[config.mk]
export PLATFORM = sky130hd
export DESIGN_NAME = task_11_stream_deserializer
export DESIGN_NICKNAME = d
export VERILOG_FILES = /design/src/rtl/task_11_stream_deserializer.sv
export SDC_FILE = /design/constraint.sdc
export NUM_CORES = 1
export LEC_CHECK = 0
export BUFFER_PORTS_ARGS = -buffer_cell sky130_fd_sc_hd__buf_2
export CAP_MARGIN = 20
export CORE_MARGIN = 4
export CORE_UTILIZATION = 56
export DETAILED_ROUTE_END_ITERATION = 7
export GPL_TIMING_DRIVEN = 0
export PLACE_DENSITY = 0.75
export SLEW_MARGIN = 20
export SYNTH_ARGS = -nofsm -noshare
export SYNTH_HDL_FRONTEND = slang
export SYNTH_SLANG_ARGS = --single-unit
[constraint.sdc]
create_clock -name i_clk -period 2.9 [get_ports i_clk]
set_input_delay 0.435 -clock i_clk [delete_from_list [all_inputs] [get_ports i_clk]]
set_output_delay 0.435 -clock i_clk [all_outputs]
set_load 0.03 [all_outputs]
[src/rtl/task_11_stream_deserializer.sv]
// Stream-to-frame deserializer: packs up to MAX_N input words into one wide output frame.
// The frame length is chosen at run time, i_last can close a frame early, and both sides use valid/ready.
module task_11_stream_deserializer #(
  parameter int MAX_N      = 4,
  parameter int DATA_WIDTH = 8,
  parameter int ORDER      = 0,
  localparam int CW        = $clog2(MAX_N + 1)
) (
  input  logic                        i_clk,
  input  logic                        i_rst,
  input  logic                        i_valid,
  output logic                        i_ready,
  input  logic [DATA_WIDTH-1:0]       i_data,
  input  logic                        i_last,
  input  logic [CW-1:0]               i_ratio,
  output logic                        o_valid,
  input  logic                        o_ready,
  output logic [MAX_N*DATA_WIDTH-1:0] o_data,
  output logic [CW-1:0]               o_count,
  output logic                        o_last
);

  logic [MAX_N*DATA_WIDTH-1:0] asm_q, asm_d, asm_new;
  logic [CW-1:0]               cnt_q, cnt_d, cnt_new;
  logic [CW-1:0]               ratio_q, ratio_d, ratio_eff, ratio_clamped;
  logic                        pend_q, pend_d;
  logic                        pend_last_q, pend_last_d;
  logic [MAX_N*DATA_WIDTH-1:0] o_data_q, o_data_d;
  logic [CW-1:0]               o_count_q, o_count_d;
  logic                        o_last_q, o_last_d;
  logic                        o_valid_q, o_valid_d;
  logic                        accept, complete, out_free;
  int                          slot_idx;

  assign i_ready = !i_rst && !pend_q;
  assign o_valid = o_valid_q;
  assign o_data  = o_data_q;
  assign o_count = o_count_q;
  assign o_last  = o_last_q;

  always_comb begin
    ratio_clamped = i_ratio;
    if (i_ratio == '0 || i_ratio > CW'(MAX_N)) ratio_clamped = CW'(MAX_N);
    // Ratio is only taken from the port on the first beat; later beats use the latched value.
    ratio_eff = (cnt_q == '0) ? ratio_clamped : ratio_q;

    slot_idx = (ORDER != 0) ? (MAX_N - 1 - int'(cnt_q)) : int'(cnt_q);
    asm_new  = asm_q;
    for (int s = 0; s < MAX_N; s++) begin
      if (s == slot_idx) asm_new[s*DATA_WIDTH +: DATA_WIDTH] = i_data;
    end
    cnt_new = cnt_q + CW'(1);

    accept   = i_valid && i_ready;
    complete = accept && (cnt_new == ratio_eff || i_last);
    out_free = !o_valid_q || o_ready;

    asm_d       = asm_q;
    cnt_d       = cnt_q;
    ratio_d     = ratio_q;
    pend_d      = pend_q;
    pend_last_d = pend_last_q;
    o_data_d    = o_data_q;
    o_count_d   = o_count_q;
    o_last_d    = o_last_q;
    o_valid_d   = o_valid_q;

    if (o_valid_q && o_ready) o_valid_d = 1'b0;

    if (pend_q) begin
      if (out_free) begin
        o_data_d  = asm_q;
        o_count_d = cnt_q;
        o_last_d  = pend_last_q;
        o_valid_d = 1'b1;
        asm_d     = '0;
        cnt_d     = '0;
        pend_d    = 1'b0;
      end
    end else if (complete) begin
      if (out_free) begin
        o_data_d  = asm_new;
        o_count_d = cnt_new;
        o_last_d  = i_last;
        o_valid_d = 1'b1;
        asm_d     = '0;
        cnt_d     = '0;
      end else begin
        // Output still occupied: park the finished frame and stall the input.
        asm_d       = asm_new;
        cnt_d       = cnt_new;
        pend_d      = 1'b1;
        pend_last_d = i_last;
      end
    end else if (accept) begin
      asm_d   = asm_new;
      cnt_d   = cnt_new;
      ratio_d = ratio_eff;
    end
  end

  always_ff @(posedge i_clk) begin
    if (i_rst) begin
      asm_q       <= '0;
      cnt_q       <= '0;
      ratio_q     <= '0;
      pend_q      <= 1'b0;
      pend_last_q <= 1'b0;
      o_data_q    <= '0;
      o_count_q   <= '0;
      o_last_q    <= 1'b0;
      o_valid_q   <= 1'b0;
    end else begin
      asm_q       <= asm_d;
      cnt_q       <= cnt_d;
      ratio_q     <= ratio_d;
      pend_q      <= pend_d;
      pend_last_q <= pend_last_d;
      o_data_q    <= o_data_d;
      o_count_q   <= o_count_d;
      o_last_q    <= o_last_d;
      o_valid_q   <= o_valid_d;
    end
  end

endmodule
Word-level counts from Yosys, hierarchy flattened:

Cells that the tools add are included.
W data, S select, Z words.

* bits in writable memories: 0
* word-level logic and storage cells: 73
* input port bits: 16
* latch bits: 0
* memory bits (read-only): 0
* bits in registers: 77
* memories kept: 0

* equality and inequality tests: 5
* $mul: 0
* shift operators: 0
* $lt $le $gt $ge: 1
* bitwise operators: 3
* reductions and logical operators: 19
* muxes and demuxes: 35
* div/mod/pow operators: 0
* $add $sub $neg: 1

Operators with widths (count)
* $mux W32: 9
* $mux W3: 11
* $mux W8: 4
* $mux W1: 11
* $logic_not A3 Y1: 3
* $eq A3 B3 Y1 const A: 2
* $reduce_and A3 Y1: 2
* $logic_and A1 B1 Y1: 4
* $reduce_and A2 Y1: 2
* $add A3 B1 Y3 const B: 1
* $eq A2 B3 Y1 const A: 1
* $eq A3 B3 Y1: 1
* $gt A3 B3 Y1 const B: 1
* $logic_not A1 Y1: 3
* $logic_or A1 B1 Y1: 3
* $not A1 Y1: 3
* $reduce_bool A3 Y1: 1
* $ne A2 B1 Y1 const B: 1
* $reduce_bool A2 Y1: 1

Depth between registers and ports, before layout:

* depth after elaboration: 9
* gate-level depth with buffers: 9
* gate-level depth less buffers: 8

Least setup slack after synthesis:

OpenSTA, ideal clock, no wires.

* path kind: in2reg
* start point: in i_ratio[0]
* end point: reg asm_q[24]
* stages on the path: 8
* arrival time: 2.452 ns
* setup time: 0.117 ns
* path slack: 0.331 ns
* data required time: 2.783 ns
* path through: or2_2 ha_1 nor2b_1 mux2i_4 xnor2_1 nor4_4 nor2_1 a22o_1

* word-level cells in the longest chain between the ends: 9
* elaborated cells on any way between the ends: 12
* classes of those cells: 1 x order compare; 1 x eq/ne; 4 x mux; 6 x reduce/logical

RTL lines
* start: declaration: RTL line 15 `input logic [CW-1:0] i_ratio,`
* $gt A3 B3 Y1 / $logic_not A3 Y1 (equally long branches): RTL line 43 `if (i_ratio == '0 || i_ratio > CW'(MAX_N)) ratio_clamped = CW'(MAX_N);`
* $logic_or A1 B1 Y1: RTL line 43
* $mux W3 (*): RTL line 43
* $mux W3 (*): RTL line 45 `ratio_eff = (cnt_q == '0) ? ratio_clamped : ratio_q;`
* $eq A3 B3 Y1 (*): RTL line 55 `complete = accept && (cnt_new == ratio_eff || i_last);`
* $logic_or A1 B1 Y1 (*): RTL line 55
* $logic_and A1 B1 Y1 (*): RTL line 55
* $reduce_bool A3 Y1 (no line) / $mux W32 (equally long branches)
* $reduce_and A2 Y1 (no line) / $mux W32 (equally long branches)
* end signal: assignment: RTL line 114 `asm_q <= asm_d;`
* end: declaration: RTL line 23 `logic [MAX_N*DATA_WIDTH-1:0] asm_q, asm_d, asm_new;`

Mark *: on every way between the ends. The rest lies on a longest branch, timed or not.
A chain may end at the register's enable or synchronous reset.

Worst setup path after layout:

* start point: reg cnt_q[0]
* end point: reg o_data_q[3] (netlist: o_data[3])

* word-level cells in the longest chain between the ends: 7
* elaborated cells on any way between the ends: 13
* classes of those cells: 1 x add/sub; 1 x eq/ne; 5 x mux; 6 x reduce/logical

RTL lines
* start: declaration: RTL line 24 `logic [CW-1:0] cnt_q, cnt_d, cnt_new;`
* start signal: assignment: RTL line 115 `cnt_q <= cnt_d;`
* parallel branches: the longest is 7 deep, another holds $add A3 B1 Y3
* end signal: assignment: RTL line 119 `o_data_q <= o_data_d;`
* end: declaration: RTL line 28 `logic [MAX_N*DATA_WIDTH-1:0] o_data_q, o_data_d;`

Parallel ways; which one is timed is not known. The select of a mux whose other input is x is not followed.

==> impl_metrics.ini <==
[run_status]
status = finished, final reports clean

[finish]
final_nets = 466
multi_input_area_mm2 = 0.00183
instances_no_fill = 522
fillers = 528
area_growth_pct = 14.4
regArea_mm2 = 0.00154
drive_above_1_share = 0.206
antenna_cells = 0
fin_area_mm2 = 0.00406

[placed_design]
gp_congestion = 0.873
numPortBuffers = 45
dp_hpwl_mm = 6.08
dp_worst_setup_slack_ns = -0.326
dp_cells = 504
dpl_cell_area_mm2 = 0.00387

[pwr]
p_per_area_mw_per_mm2 = 551
ir_drop_mv = 0.279
p_leak_nw = 1.52
p_total_w = 0.00224

[worst_setup_path]
cp_max_fo = 10
crit_type = flop to flop
end_kind = flop
crit_path_cell_trace = inv_1 -> ha_1 -> nor2b_4 -> mux2i_2 -> xnor2_1 -> a31oi_1 -> o21ai_4 -> buf_2 -> a211oi_1
reg2reg_from = cnt_q[0]
worstPathArrival_ns = 2.95
startpoint_type = flop
cp_top_family = compound AO/OA/AOI/OAI gates
critPathSlowestCell = dfxtp_1
required_ns = 3.11
path_buf_inv = 2
r2r_end = o_data[3]
regToRegSetupSlack_ns = 0.16
cpPeakStageDelay_ns = 0.39
rr_worst_depth = 9

[global_routing]
first_global_vias = 2958
antenna_found_initial = 0
track_usage = 0.242
grt.overflow.total = 0
grt_pass1_wl_mm = 14.5
grt_max_degree = 12

[sta]
period_share = 0.944
maxSlewViolCount = 0
setup_violations = 0
tns_ns = 0
clock_skew_ns = 0.00626
hold_viol = 0
setup_ws_ns = 0.162
max_freq_ghz = 0.365
tightest_slew_ns = 0.681
rsz0062_at_grt = no
period_minus_slack_ns = 2.74
slew_headroom = 0.543

[cts]
clock_path_buffers = 2
tritoncts = yes
clockRootBuffer = clkbuf_8
cts-buffers-inserted = 9
clk_pin_slew_ns = 0.07
htreeDepth = 3
cts_hold_buf = 0
clk_latency_ns = 0.34
numClockSinks = 77

[die]
io_pins = 54
rows = 28
dieArea_mm2 = 0.00767
die_height_um = 87.6
initial_core_util = 0.589
die_x_um = 87.6
core_mm2 = 0.00603

[detailed_routing]
drt_iter0_markers = 136
wl_per_cell_um = 16.8
met1_length_mm = 4.01
wl_met3_um = 579
dr.max_layer_used = met4
drtAntennaViolNets = 0
totalWireLength_mm = 8.76
drc = 0
viasPerCell = 5.92
first_pass_iters = 4
route.met2.wl_mm = 4.01
vias = 3089

[yosys]
synth_top_area_frac = 0.434
synth_seq_cells = 77
seq_area_frac_synth = 0.434
syn_area_mm2 = 0.00355
synth_area_leaders = dfxtp_1 43%, mux2i_1 10%, nor3_1 4.9%, a211oi_1 4.9%, a211oi_2 4.6%
async_reset_ff_frac = 0
synthCells = 384
ys.warnings.count = 0
synth_top_area_cell = dfxtp_1
synth_nets = 406
postSynthAreaPerCell_um2 = 9.24
synth.distinct_cells = 40
synthFlopType = dfxtp_1
synth_edf_count = 0

[worst_hold_path]
min-delay-start = i_last
holdPathStages = 3
hold_path_class = input port to flop
whs_endpoint = pend_last_q

[flow_run]
maxCapViolations = 0
cell families after synthesis:
group | share of synthesized area
simple gates | 0.169
compound gates | 0.197
flops | 0.434
buf+inv | 0.0522
mux | 0.112
xor+xnor | 0.0148
fa+ha+maj | 0.0212
tightest hold or removal path: cells and delay by family:
kind | cells | cell delay [ns]
AO/OA/AOI/OAI | 1 | 0.06
buffers and inverters | 1 | 0.15
AND/OR/NAND/NOR | 1 | 0.07
worst max path at each step:
stage | to | from | cells past startpoint
2_1_floorplan | asm_q[24] | i_ratio[0] | 8
3_5_place_dp | o_data[28] | i_ratio[0] | 10
6_report | o_data[3] | cnt_q[0] | 9
3_3_place_gp | o_data[26] | i_ratio[0] | 10
5_1_grt | o_data[22] | cnt_q[0] | 9
4_1_cts | o_data[26] | cnt_q[0] | 9
cells in the mapped netlist (2+ instances only):
master / count
clkbuf_1: 9
nand2_1: 35
a211oi_2: 13
o21ai_0: 8
a211oi_1: 23
ha_1: 6
xnor2_1: 5
nor2b_1: 4
buf_6: 3
inv_1: 7
nor3_1: 35
nor2_1: 6
nand3_1: 25
dfxtp_1: 77
mux2i_1: 36
a22o_1: 8
a21oi_1: 32
a31oi_1: 2
and2_1: 7
buf_2: 7
o21ai_1: 3
buf_1: 15
final cells by class:
type | instances | area share
multi-input cells | 266 | 0.452
flip-flops and latches | 77 | 0.380
repair buffers | 49 | 0.0629
plain buffers | 34 | 0.0398
clock buffers | 11 | 0.0324
well taps | 75 | 0.0231
inverters | 7 | 0.00647
clock inverters | 3 | 0.00370
power breakdown:
part	switching, W	leakage, nW	internal, W
clock	0.000366	0.0788	0.000298
sequential	0.0000261	0.626	0.00111
combinational	0.000289	0.814	0.000149
through the flow:
step | utilization | hold slack [ns]
after floorplan | - | 0.438
after global placement | 0.642 | 0.453
after detailed placement | 0.642 | 0.457
after CTS | 0.670 | 0.415
after global routing | 0.674 | 0.446
final | 0.674 | 0.420
metal layers:
metal	global-route usage	vias to the layer above
met4	0.0934	0
li1	-	1505
met3	0.0517	17
met1	0.328	1442
met2	0.377	125
met5	0	-
sequential cells by signal, summed over array words and instances, names as in the netlist:
signal / flops
asm_q: 32
cnt_q: 3
o_count: 3
o_data: 32
o_last: 1
o_valid: 1
pend_last_q: 1
pend_q: 1
ratio_q: 3
what timing repair did:
item	4_1_cts	5_1_grt
setup endpoints to repair	38	32
resized for setup	1	3
pin swaps	1	1
setup buffers	3	1
layout by cell type, fill, tap and decap left out, drive strengths merged, types with 5 or more instances in the layout:
cell type and count:
a211oi 36, a21oi 32, a22o 8, and2 7
buf 73, clkbuf 21, dfxtp 77, ha 6
inv 7, mux2i 38, nand2 35, nand3 25
nor2 6, nor2b 5, nor3 35, o21ai 11
xnor2 5
(Power assumes the default switching activity.)
